**src/rtl/key_debounce_scan_pkg.sv**
```systemverilog
// rtl/key_debounce_scan_pkg.sv - shared state encodings, default timing and counter sizing for key debounce
package key_debounce_scan_pkg;

    localparam logic [1:0] S_IDLE      = 2'd0;
    localparam logic [1:0] S_PRESS_DEB = 2'd1;
    localparam logic [1:0] S_HELD      = 2'd2;
    localparam logic [1:0] S_REL_DEB   = 2'd3;

    // Defaults for a 50 MHz clock: 20 ms debounce, 0.5 s hold, 0.1 s repeat
    localparam int DEF_KEY_W         = 4;
    localparam int DEF_DEB_CYCLES    = 1000000;
    localparam int DEF_HOLD_CYCLES   = 25000000;
    localparam int DEF_REPEAT_CYCLES = 5000000;
    localparam int DEF_REPEAT_EN     = 1;

    function automatic int cnt_width(input int a, input int b, input int c);
        int m;
        m = a;
        if (b > m) m = b;
        if (c > m) m = c;
        return $clog2(m) + 1;
    endfunction

endpackage

```
**src/rtl/key_debounce_ch.sv**
```systemverilog
// rtl/key_debounce_ch.sv - one key: 2-flop synchroniser, debounce FSM, hold/auto-repeat timer
module key_debounce_ch
    import key_debounce_scan_pkg::*;
#(
    parameter int DEB_CYCLES    = DEF_DEB_CYCLES,
    parameter int HOLD_CYCLES   = DEF_HOLD_CYCLES,
    parameter int REPEAT_CYCLES = DEF_REPEAT_CYCLES,
    parameter int REPEAT_EN     = DEF_REPEAT_EN,
    parameter int CNT_W         = cnt_width(DEB_CYCLES, HOLD_CYCLES, REPEAT_CYCLES)
)(
    input  logic clk,
    input  logic rst,
    input  logic key_n,
    output logic level,
    output logic press,
    output logic rel,
    output logic rpt,
    output logic press_nxt
);

    localparam logic [CNT_W-1:0] DEB_LAST  = CNT_W'(DEB_CYCLES - 1);
    localparam logic [CNT_W-1:0] HOLD_LAST = CNT_W'(HOLD_CYCLES - 1);
    localparam logic [CNT_W-1:0] REP_LAST  = CNT_W'(REPEAT_CYCLES - 1);
    localparam logic             RPT_ON    = (REPEAT_EN != 0);

    logic             sync_a;
    logic             key_s;
    logic [1:0]       state, state_nxt;
    logic [CNT_W-1:0] deb_cnt, deb_nxt;
    logic [CNT_W-1:0] hold_cnt, hold_nxt;
    logic             rep_phase, rep_nxt;
    logic             level_nxt, rel_nxt, rpt_nxt;

    // Synchroniser idles at 1 (released) so leaving reset never looks like a press
    always_ff @(posedge clk or posedge rst) begin
        if (rst) begin
            sync_a <= 1'b1;
            key_s  <= 1'b1;
        end else begin
            sync_a <= key_n;
            key_s  <= sync_a;
        end
    end

    always_comb begin
        state_nxt = state;
        deb_nxt   = deb_cnt;
        hold_nxt  = hold_cnt;
        rep_nxt   = rep_phase;
        level_nxt = level;
        press_nxt = 1'b0;
        rel_nxt   = 1'b0;
        rpt_nxt   = 1'b0;
        case (state)
            S_IDLE: begin
                if (!key_s) begin
                    state_nxt = S_PRESS_DEB;
                    deb_nxt   = '0;
                end
            end
            S_PRESS_DEB: begin
                if (key_s) begin
                    state_nxt = S_IDLE;
                    deb_nxt   = '0;
                end else if (deb_cnt >= DEB_LAST) begin
                    state_nxt = S_HELD;
                    press_nxt = 1'b1;
                    level_nxt = 1'b1;
                    deb_nxt   = '0;
                    hold_nxt  = '0;
                    rep_nxt   = 1'b0;
                end else begin
                    deb_nxt = deb_cnt + CNT_W'(1);
                end
            end
            S_HELD: begin
                if (key_s) begin
                    state_nxt = S_REL_DEB;
                    deb_nxt   = '0;
                end else if (hold_cnt >= (rep_phase ? REP_LAST : HOLD_LAST)) begin
                    // Without repeat the timer simply parks at its limit
                    if (RPT_ON) begin
                        rpt_nxt  = 1'b1;
                        hold_nxt = '0;
                        rep_nxt  = 1'b1;
                    end
                end else begin
                    hold_nxt = hold_cnt + CNT_W'(1);
                end
            end
            S_REL_DEB: begin
                if (!key_s) begin
                    state_nxt = S_HELD;
                    deb_nxt   = '0;
                    hold_nxt  = '0;
                    rep_nxt   = 1'b0;
                end else if (deb_cnt >= DEB_LAST) begin
                    state_nxt = S_IDLE;
                    rel_nxt   = 1'b1;
                    level_nxt = 1'b0;
                    deb_nxt   = '0;
                end else begin
                    deb_nxt = deb_cnt + CNT_W'(1);
                end
            end
            default: begin
                state_nxt = S_IDLE;
                deb_nxt   = '0;
                hold_nxt  = '0;
                rep_nxt   = 1'b0;
                level_nxt = 1'b0;
            end
        endcase
    end

    always_ff @(posedge clk or posedge rst) begin
        if (rst) begin
            state     <= S_IDLE;
            deb_cnt   <= '0;
            hold_cnt  <= '0;
            rep_phase <= 1'b0;
            level     <= 1'b0;
            press     <= 1'b0;
            rel       <= 1'b0;
            rpt       <= 1'b0;
        end else begin
            state     <= state_nxt;
            deb_cnt   <= deb_nxt;
            hold_cnt  <= hold_nxt;
            rep_phase <= rep_nxt;
            level     <= level_nxt;
            press     <= press_nxt;
            rel       <= rel_nxt;
            rpt       <= rpt_nxt;
        end
    end

endmodule

```
**src/rtl/key_debounce_scan.sv**
```systemverilog
// rtl/key_debounce_scan.sv - KEY_W independent debounced keys with press/release/repeat pulses
module key_debounce_scan
    import key_debounce_scan_pkg::*;
#(
    parameter int KEY_W         = DEF_KEY_W,
    parameter int DEB_CYCLES    = DEF_DEB_CYCLES,
    parameter int HOLD_CYCLES   = DEF_HOLD_CYCLES,
    parameter int REPEAT_CYCLES = DEF_REPEAT_CYCLES,
    parameter int REPEAT_EN     = DEF_REPEAT_EN
)(
    input  logic             clk,
    input  logic             rst,
    input  logic [KEY_W-1:0] key_n,
    output logic [KEY_W-1:0] key_level,
    output logic [KEY_W-1:0] key_press,
    output logic [KEY_W-1:0] key_release,
    output logic [KEY_W-1:0] key_rpt,
    output logic             key_any
);

    localparam int CNT_W = cnt_width(DEB_CYCLES, HOLD_CYCLES, REPEAT_CYCLES);

    logic [KEY_W-1:0] press_nxt;

    for (genvar g = 0; g < KEY_W; g++) begin : g_key
        key_debounce_ch #(
            .DEB_CYCLES    (DEB_CYCLES),
            .HOLD_CYCLES   (HOLD_CYCLES),
            .REPEAT_CYCLES (REPEAT_CYCLES),
            .REPEAT_EN     (REPEAT_EN),
            .CNT_W         (CNT_W)
        ) u_ch (
            .clk       (clk),
            .rst       (rst),
            .key_n     (key_n[g]),
            .level     (key_level[g]),
            .press     (key_press[g]),
            .rel       (key_release[g]),
            .rpt       (key_rpt[g]),
            .press_nxt (press_nxt[g])
        );
    end

    // Registered from the channels' next-press terms so it lines up with key_press
    always_ff @(posedge clk or posedge rst) begin
        if (rst) key_any <= 1'b0;
        else     key_any <= |press_nxt;
    end

endmodule
```
**config.mk**
```make
export PLATFORM = sky130hd
export DESIGN_NAME = key_debounce_scan
export DESIGN_NICKNAME = d
export VERILOG_FILES = /design/src/rtl/key_debounce_scan_pkg.sv /design/src/rtl/key_debounce_ch.sv /design/src/rtl/key_debounce_scan.sv
export SDC_FILE = /design/constraint.sdc
export NUM_CORES = 1
export LEC_CHECK = 0
export CAP_MARGIN = 20
export CORE_MARGIN = 4
export CORE_UTILIZATION = 40
export CTS_CLUSTER_DIAMETER = 60
export DETAILED_ROUTE_END_ITERATION = 10
export PLACE_DENSITY = 0.53
export SETUP_SLACK_MARGIN = 0.4
export SKIP_LAST_GASP = 1
export SLEW_MARGIN = 20
export SYNTH_ARGS = -nofsm -noshare
export SYNTH_HDL_FRONTEND = slang
export SYNTH_HIERARCHICAL = 1
export SYNTH_SLANG_ARGS = --single-unit
```
**constraint.sdc**
```tcl
create_clock -name clk -period 3.58 [get_ports clk]
set_input_delay 0.358 -clock clk [delete_from_list [all_inputs] [get_ports clk]]
set_output_delay 0.358 -clock clk [all_outputs]
set_load 0.01 [all_outputs]
```
==> results.py, run 1 <==
metrics = {
    "status": {
        "status": "finished clean",
    },
    "global_route": {
        "grt_pass1_wl_um": 53400,
        "globalRouteTotalUtil": 0.162,
        "antenna_found_initial": 0,
        "grt_overflow_total": 0,
        "grt_max_degree": 52,
        "grt_pass1_vias": 10800,
    },
    "logic_synthesis": {
        "yosysSeqAreaShare": 0.446,
        "yosysTopAreaCell": "dfrtp_1",
        "synth_cell_types": 64,
        "synth.area.top_cells": "dfrtp_1 43%, nand3_1 4.2%, nand2_1 4.1%",
        "yosysMostFrequentCell": "dfrtp_1",
        "synth_ff_type": "dfrtp_1",
        "synthArstFlopShare": 1.00,
        "syn-num-nets": 1541,
        "synthDominantCellAreaShare": 0.431,
        "synth_commonest_cells": "237 x dfrtp_1, 151 x nand2_1, 116 x nand3_1",
        "ys_seq_elements": 245,
        "syn_area_um2": 13800,
        "synth_enable_flop_cells": 0,
        "syn_area_per_cell_um2": 9.21,
        "ys_warn_count": 6,
        "synthCells": 1495,
    },
    "worst_setup_path": {
        "crit_arrival_ns": 3.26,
        "r2r_start": "g_key[0].u_ch/rep_phase$_DFFE_PP0P_",
        "rrSetupSlack_ns": 0.71,
        "endpoint": "g_key[0].u_ch/hold_cnt[22]$_DFFE_PP0P_",
        "required_ns": 3.97,
        "crit_type": "flop to flop",
        "crit_fanout": 16,
        "r2r_cells": 8,
        "crit_path_end_kind": "flop",
        "crit_path_start": "g_key[0].u_ch/rep_phase$_DFFE_PP0P_",
        "crit_path_start_kind": "flop",
        "r2r_end": "g_key[0].u_ch/hold_cnt[22]$_DFFE_PP0P_",
    },
    "route": {
        "dr.first_iter.drc_count": 594,
        "ant_nets": 0,
        "wl_per_cell_um": 15.5,
        "routed_via_density": 5.66,
        "drc": 0,
        "dr.pass1.iters": 5,
        "wl_um": 30600,
        "num_vias": 11200,
    },
    "placement": {
        "placed_cells": 1911,
        "place.gp.congestion": 0.787,
        "post-dp-hpwl_um": 20400,
        "dp_slack_ns": 0.662,
        "portBuffers": 22,
    },
    "floorplanning": {
        "core_area_um2": 33800,
        "initial_core_util": 0.408,
        "die_y_um": 194,
        "die-area_um2": 37500,
        "num_rows": 67,
        "ios": 23,
        "die_w_um": 194,
    },
    "clock_tree": {
        "cts_buffers": 34,
        "cts.clk_slew.worst_paths_ns": 0.06,
        "cts_root_buffer": "clkbuf_16",
        "cts_sinks": 245,
        "clock_latency_ns": 0.52,
        "cts_tree": "built",
        "hold_buffers": 0,
        "cts_max_level": 2,
        "cts_max_path_buffers": 3,
    },
    "timing": {
        "finClkSkew_ns": 0.0160,
        "setup_viol": 0,
        "grt_setup_unrepaired": "no",
        "fin_crit_ns": 2.87,
        "hold_viol": 0,
        "fin_setup_tns_ns": 0,
        "tightest_slew_ns": 0.895,
        "fmax_mhz": 349,
        "setup_slack_ns": 0.714,
        "post-route-period-util": 0.801,
        "finalMaxSlewViolations": 0,
        "relSlewSlack": 0.400,
    },
    "final_layout": {
        "nets": 1545,
        "fin_util": 0.463,
        "area.growth.synth_to_final_pct": 13.5,
        "antenna_cells": 0,
        "drive_gt1_frac": 0.106,
        "fin_cells": 1973,
    },
    "worst_hold_path": {
        "hp-class": "input pin to flop",
    },
    "job": {
        "cap_violations": 0,
    },
    "pwr": {
        "p_per_area_nw_per_um2": 417,
        "leakagePower_nw": 6.69,
        "vdd_drop_max_mv": 0.332,
    },
}
per-layer routing:
| layer | global-route usage | wire length (um) |
|---|---|---|
| met5 | 0 | 0 |
| met4 | 0.0422 | 622 |
| met2 | 0.258 | 13900 |
| met3 | 0.0249 | 878 |
| met1 | 0.234 | 15200 |
how the worst min path moves through the flow:
| stage | to | start | slack [ns] | depth (start not counted) |
|---|---|---|---|---|
| after floorplan | key_any$_DFF_PP0_ | rst | 0.09 | 1 |
| after global placement | g_key[2].u_ch/key_s$_DFF_PP1_ | g_key[2].u_ch/sync_a$_DFF_PP1_ | 0.35 | 0 |
| final | g_key[2].u_ch/sync_a$_DFF_PP1_ | key_n[2] | 0.25 | 1 |
| after detailed placement | g_key[2].u_ch/key_s$_DFF_PP1_ | g_key[2].u_ch/sync_a$_DFF_PP1_ | 0.35 | 0 |
| after CTS | g_key[2].u_ch/sync_a$_DFF_PP1_ | key_n[2] | 0.21 | 1 |
| after global routing | g_key[2].u_ch/sync_a$_DFF_PP1_ | key_n[2] | 0.22 | 1 |
power by group:
group | leakage [nW] | total [mW] | internal [mW] | switching, mW
combinational | 2.74 | 0.264 | 0.0742 | 0.190
clock | 0.568 | 3.41 | 2.12 | 1.29
sequential | 3.38 | 2.84 | 2.80 | 0.0406
layout make-up:
| class | count | area, um^2 |
|---|---|---|
| clock buffer | 43 | 955 |
| timing repair buffer | 52 | 470 |
| clock inverter | 19 | 205 |
| tap | 448 | 561 |
| sequential | 245 | 6140 |
| inverter | 67 | 251 |
| fill | 3194 | 18200 |
| multi-input combinational | 1099 | 7040 |
worst max-delay path, stage by stage, from the launching register on:
cell       delay, ns
dfrtp_1         0.49
ha_1            0.35
nor4bb_1        0.51
nand3_1         0.16
a2111oi_2       0.48
nor3_2          0.25
buf_4           0.27
a21oi_1         0.14
mux2i_1         0.09
through the flow:
stage | power [mW] | instance area [um^2] | hold WS [ns]
6_report | 6.52 | 15600 | 0.246
5_1_grt | 6.82 | 15600 | 0.221
4_1_cts | 6.66 | 15600 | 0.209
3_5_place_dp | 3.16 | 14500 | 0.348
3_3_place_gp | 3.16 | 14500 | 0.346
2_1_floorplan | 3.08 | 13800 | 0.0867
state kept, by name (all words and copies together), names as in the netlist, named ones only:
name / count
g_key.u_ch/rpt: 4
g_key.u_ch/rep_phase: 4
g_key.u_ch/press: 4
g_key.u_ch/rel: 4
g_key.u_ch/deb_cnt: 104
g_key.u_ch/key_s: 4
g_key.u_ch/state: 4
key_any: 1
g_key.u_ch/hold_cnt: 104
g_key.u_ch/sync_a: 4
g_key.u_ch/level: 4
placed cells by master (no fill, tap or decap), types with 31 or more instances in the layout:
master and instances:
nand3_1 116, nor2_1 62, a21oi_1 104, nand4_1 54, nor4_1 31, inv_1 62
o21ai_1 34, clkbuf_16 34, o21ai_0 67, nand2_1 151, and3_1 39, mux2i_1 56
ha_1 40, and2_1 35, a31oi_1 47, dfrtp_1 237
what timing repair did:
item,4_1_cts,5_1_grt
endpoints found under the setup margin,0,17
buffers inserted,0,0
resized for setup,0,2
hold endpoints to repair,0,0
cells by family (layout without fill, tap and decap cells):
logic type	count (synthesis)	after routing	share of synthesized area
mux	60	60	0.0440
simple gates	631	631	0.249
fa+ha+maj	40	40	0.0363
xor+xnor	7	7	0.00445
compound gates	361	361	0.173
flops	245	245	0.446
buf+inv	151	181	0.0477
(Power assumes the default switching activity.)
==> run 2: changes to the inputs <==
clock period = 2.9 ns   (was 3.58 ns; I/O delays follow)
==> results.py, run 2 (synthesis gave the netlist of run 1 again) <==
metrics = {
    "status": {
        "status": "finished clean",
    },
    "global_route": {
        "grt_max_degree": 62,
        "grt_overflow_total": 0,
        "grt_pass1_wl_um": 54400,
        "globalRouteTotalUtil": 0.165,
        "grt_pass1_vias": 10900,
        "antenna_found_initial": 1,
    },
    "route": {
        "dr.pass1.iters": 5,
        "wl_per_cell_um": 15.9,
        "num_vias": 11400,
        "drc": 0,
        "routed_via_density": 5.62,
        "ant_nets": 0,
        "dr.first_iter.drc_count": 645,
        "wl_um": 32300,
    },
    "timing": {
        "fin_crit_ns": 2.46,
        "fmax_mhz": 406,
        "relSlewSlack": 0.431,
        "finalMaxSlewViolations": 0,
        "finalHoldWorstSlack_ns": 0.117,
        "post-route-period-util": 0.849,
        "tightest_slew_ns": 0.850,
        "grt_setup_unrepaired": "yes",
        "hold_viol": 0,
        "fin_setup_tns_ns": 0,
        "setup_viol": 0,
        "finClkSkew_ns": 0.0101,
    },
    "worst_setup_path": {
        "crit_arrival_ns": 2.89,
        "crit_fanout": 6,
        "crit_path_start_kind": "flop",
        "crit_path_end_kind": "flop",
        "required_ns": 3.33,
        "rrSetupSlack_ns": 0.44,
        "crit_type": "flop to flop",
    },
    "final_layout": {
        "top_regs": "g_key.u_ch/deb_cnt x104, g_key.u_ch/hold_cnt x104",
        "drive_gt1_frac": 0.168,
        "final_area_um2": 16500,
        "area.growth.synth_to_final_pct": 19.9,
        "fin_cells": 2035,
        "antenna_cells": 0,
        "final_common_cell": "dfrtp_1",
        "layout_common_cells": "230 x dfrtp_1, 151 x nand2_1, 112 x nand3_1",
        "nets": 1608,
    },
    "clock_tree": {
        "cts_root_buffer": "clkbuf_16",
        "cts_max_path_buffers": 3,
        "cts_sinks": 245,
        "clock_latency_ns": 0.58,
        "hold_buffers": 0,
        "cts.clk_slew.worst_paths_ns": 0.06,
        "cts_buffers": 31,
        "cts_max_level": 1,
        "cts_tree": "built",
    },
    "pwr": {
        "p_per_area_nw_per_um2": 465,
        "power.total_mw": 7.67,
        "leakagePower_nw": 7.11,
        "vdd_drop_max_mv": 0.517,
    },
    "job": {
        "cap_violations": 0,
    },
    "placement": {
        "place.gp.congestion": 0.785,
        "placed_cell_area_um2": 14700,
        "portBuffers": 22,
        "placed_cells": 1934,
        "post-dp-hpwl_um": 20500,
    },
    "floorplanning": {
        "num_rows": 67,
        "initial_core_util": 0.408,
        "ios": 23,
        "die_w_um": 194,
        "core_area_um2": 33800,
        "die_y_um": 194,
        "die-area_um2": 37500,
    },
    "worst_hold_path": {
        "hp-class": "input pin to flop",
    },
}
-- run 2: cell types whose count changed in the layout (fill, tap and decap cells not counted), moves of 5 or more --
cell      before  now
ha_4           0    6
buf_6          0    8
nor4_1        31   23
nor4_2         1    7
dfrtp_2        0    7
nor4bb_4       0    5
ha_1          40   33
buf_12         2    9
nor3_4         3    9
buf_4         28   75
dfrtp_1      237  230
-- run 2: path summary, 6_finish.rpt --
kind                       cells past startpoint                                endpoint                                   from
min                                            1          g_key[0].u_ch/sync_a$_DFF_PP1_                               key_n[0]
max reg2reg                                    9     g_key[3].u_ch/rep_phase$_DFFE_PP0P_  g_key[3].u_ch/hold_cnt[8]$_DFFE_PP0P_
max                                            9     g_key[3].u_ch/rep_phase$_DFFE_PP0P_  g_key[3].u_ch/hold_cnt[8]$_DFFE_PP0P_
max in group asynchronous                      3  g_key[3].u_ch/hold_cnt[16]$_DFFE_PP0P_                                    rst
min reg2reg                                    0           g_key[3].u_ch/key_s$_DFF_PP1_         g_key[3].u_ch/sync_a$_DFF_PP1_
min in group asynchronous                      2                       key_any$_DFF_PP0_                                    rst
-- run 2: timing repair --
action                     4_1_cts  5_1_grt
gates cloned                     1        4
setup endpoints to repair      133      121
buffers inserted                12       26
pin swaps                       13       23
gates resized for setup         22       61
-- run 2: worst max-delay path: stages (launching register included) --
cell and delay, ns:
dfrtp_2 0.45, ha_1 0.23, or4_4 0.49, a31oi_4 0.18, o41ai_4 0.10, buf_4 0.17, nor4_4 0.28, buf_6 0.21
o31a_1 0.14, o22ai_2 0.08
-- run 2: area by class of cell --
cell class / count / area (um^2)
Tap cell: 448 / 561
Clock buffer: 44 / 905
Clock inverter: 14 / 116
Fill cell: 3178 / 17300
Sequential cell: 245 / 6150
Timing Repair Buffer: 117 / 1080
Multi-Input combinational cell: 1100 / 7450
Inverter: 67 / 251
-- run 2: power breakdown --
part	switching [mW]	internal [mW]	total [mW]
Sequential	0.0550	3.46	3.51
Clock	1.54	2.26	3.80
Combinational	0.241	0.113	0.354
Total	1.84	5.83	7.67
-- run 2: routing by layer --
layer	track usage	share of wire	routed length (um)
met1	0.232	0.48	15700
met2	0.270	0.46	14900
met3	0.0275	0.033	1070
met4	0.0393	0.020	661
met5	0	0	0
-- run 2: stage by stage --
step	setup slack [ns]	util
6_report	0.437	0.489
5_1_grt	0.329	0.489
4_1_cts	0.405	0.472
3_5_place_dp	-0.0272	0.435
3_3_place_gp	0.0368	0.435
2_1_floorplan	0.451	-
==> run 3: changes to the inputs <==
clock period = 2.3 ns   (was 2.9 ns; I/O delays follow)
==> results.py, run 3 (synthesis gave the netlist of run 1 again) <==
metrics = {
    "final_layout": {
        "register_area_um2": 6150,
        "fin_util": 0.599,
        "multi_input_area_um2": 8920,
        "nets": 1781,
        "top_regs": "g_key.u_ch/deb_cnt x104, g_key.u_ch/hold_cnt x104",
        "area.growth.synth_to_final_pct": 46.9,
        "final_common_cell": "dfrtp_1",
        "antenna_cells": 0,
        "layout_common_cells": "233 x dfrtp_1, 141 x buf_4, 129 x nand2_1",
        "drive_gt1_frac": 0.383,
        "n_fill_cell": 2765,
    },
    "timing": {
        "setup_slack_ns": -0.0443,
        "fin_crit_ns": 2.34,
        "relSlewSlack": 0.427,
        "fin_setup_tns_ns": -0.548,
        "post-route-period-util": 1.02,
        "fmax_mhz": 427,
        "finalMaxSlewViolations": 0,
        "finClkSkew_ns": 0.0158,
        "grt_setup_unrepaired": "yes",
        "hold_viol": 0,
        "setup_viol": 33,
        "finalHoldWorstSlack_ns": 0.122,
        "tightest_slew_ns": 0.856,
    },
    "global_route": {
        "globalRouteTotalUtil": 0.187,
        "grt_overflow_total": 0,
        "antenna_found_initial": 1,
        "grt_pass1_wl_um": 60500,
        "grt_pass1_vias": 12100,
        "grt_max_degree": 62,
    },
    "clock_tree": {
        "hold_buffers": 0,
        "cts_sinks": 245,
        "cts_buffers": 36,
        "cts_root_buffer": "clkbuf_16",
        "cts_max_level": 2,
        "cts.clk_slew.worst_paths_ns": 0.05,
        "clock_latency_ns": 0.52,
        "cts_max_path_buffers": 3,
        "cts_tree": "built",
    },
    "floorplanning": {
        "die_y_um": 194,
        "die_w_um": 194,
        "initial_core_util": 0.408,
        "die-area_um2": 37500,
        "ios": 23,
        "core_area_um2": 33800,
        "num_rows": 67,
    },
    "worst_setup_path": {
        "crit_fanout": 8,
        "crit_arrival_ns": 2.74,
        "crit_type": "flop to flop",
        "crit_path_end_kind": "flop",
        "required_ns": 2.69,
        "crit_path_start_kind": "flop",
    },
    "worst_hold_path": {
        "hp-class": "input pin to flop",
    },
    "status": {
        "status": "finished with violations",
        "violations": "negative setup slack",
    },
    "route": {
        "ant_nets": 0,
        "wl_um": 36700,
        "dr.pass1.iters": 5,
        "drc": 0,
        "routed_via_density": 5.60,
        "wl_per_cell_um": 16.6,
        "num_vias": 12400,
        "dr.first_iter.drc_count": 662,
    },
    "pwr": {
        "p_switching_mw": 2.54,
        "intPower_mw": 8.43,
        "seqPwrFrac": 0.402,
        "p_per_area_nw_per_um2": 542,
        "swShare": 0.231,
        "vdd_drop_max_mv": 0.576,
        "power.total_mw": 11.0,
        "power.clock.fraction": 0.525,
        "comb_power_share": 0.073,
        "leakagePower_nw": 8.45,
    },
    "placement": {
        "place.gp.congestion": 0.847,
        "portBuffers": 22,
        "post-dp-hpwl_um": 22400,
    },
    "job": {
        "cap_violations": 0,
    },
}
[run 3: cell types whose count changed in the layout (fill, tap and decap cells not counted), moves of 28 or more]
cell	delta
a21oi_2	+85
o21ai_1	+28
buf_6	+68
o21ai_0	-53
buf_4	+66
a21oi_1	-93
[run 3: area by class of cell]
type | count | share of cell area
Tap cell | 448 | 0.0277
Sequential cell | 245 | 0.304
Clock buffer | 49 | 0.0510
Clock inverter | 14 | 0.0110
Timing Repair Buffer | 285 | 0.153
Inverter | 67 | 0.0124
Multi-Input combinational cell | 1100 | 0.441
[run 3: routing by layer]
metal | global-route usage | routed length (um)
met5 | 0 | 0
met4 | 0.0459 | 657
met3 | 0.0280 | 1090
met2 | 0.311 | 17900
met1 | 0.257 | 17100
[run 3: repair_timing]
action / CTS / global route
endpoints found under the hold margin: 0 / 0
cloned: 16 / 8
pin swaps: 84 / 93
setup endpoints to repair: 206 / 216
buffers inserted: 50 / 31
gates resized for setup: 175 / 186
[run 3: power by group through the flow]
stage          logic (mW)  clock network [mW]  registers [mW]
2_1_floorplan       0.372                   0            4.46
3_3_place_gp        0.541                   0            4.48
3_5_place_dp        0.546                   0            4.48
4_1_cts             0.679                5.95            4.41
5_1_grt             0.878                6.15            4.41
6_report            0.802                5.76            4.41
[run 3: per-stage QoR]
step | worst slack [ns] | area (um^2) | cells
floorplan | 0.0279 | 14700 | 1495
global placement | -0.0558 | 16300 | 2040
detailed placement | -0.0428 | 16300 | 2040
CTS | -0.0401 | 19000 | 2169
global route | -0.184 | 20200 | 2208
finish | -0.0443 | 20200 | 2208
[run 3: path summary, 6_finish.rpt]
| kind | from | cells past startpoint | endpoint | slack [ns] |
|---|---|---|---|---|
| max | g_key[1].u_ch/rep_phase$_DFFE_PP0P_ | 10 | g_key[1].u_ch/hold_cnt[12]$_DFFE_PP0P_ | -0.04 |
| min reg2reg | g_key[2].u_ch/sync_a$_DFF_PP1_ | 0 | g_key[2].u_ch/key_s$_DFF_PP1_ | 0.35 |
| min in group asynchronous | rst | 2 | key_any$_DFF_PP0_ | 0.13 |
| min | key_n[2] | 1 | g_key[2].u_ch/sync_a$_DFF_PP1_ | 0.12 |
| max in group asynchronous | rst | 3 | g_key[1].u_ch/hold_cnt[12]$_DFFE_PP0P_ | 1.36 |
| max reg2reg | g_key[1].u_ch/rep_phase$_DFFE_PP0P_ | 10 | g_key[1].u_ch/hold_cnt[12]$_DFFE_PP0P_ | -0.04 |
[run 3: critical path, cell delays in order, from the launching register on]
cell       delay, ns
dfrtp_2         0.50
buf_6           0.16
ha_4            0.26
nand4b_1        0.15
a2111oi_4       0.42
buf_4           0.20
nor3_4          0.06
buf_4           0.14
buf_8           0.13
a21oi_2         0.12
mux2i_1         0.08
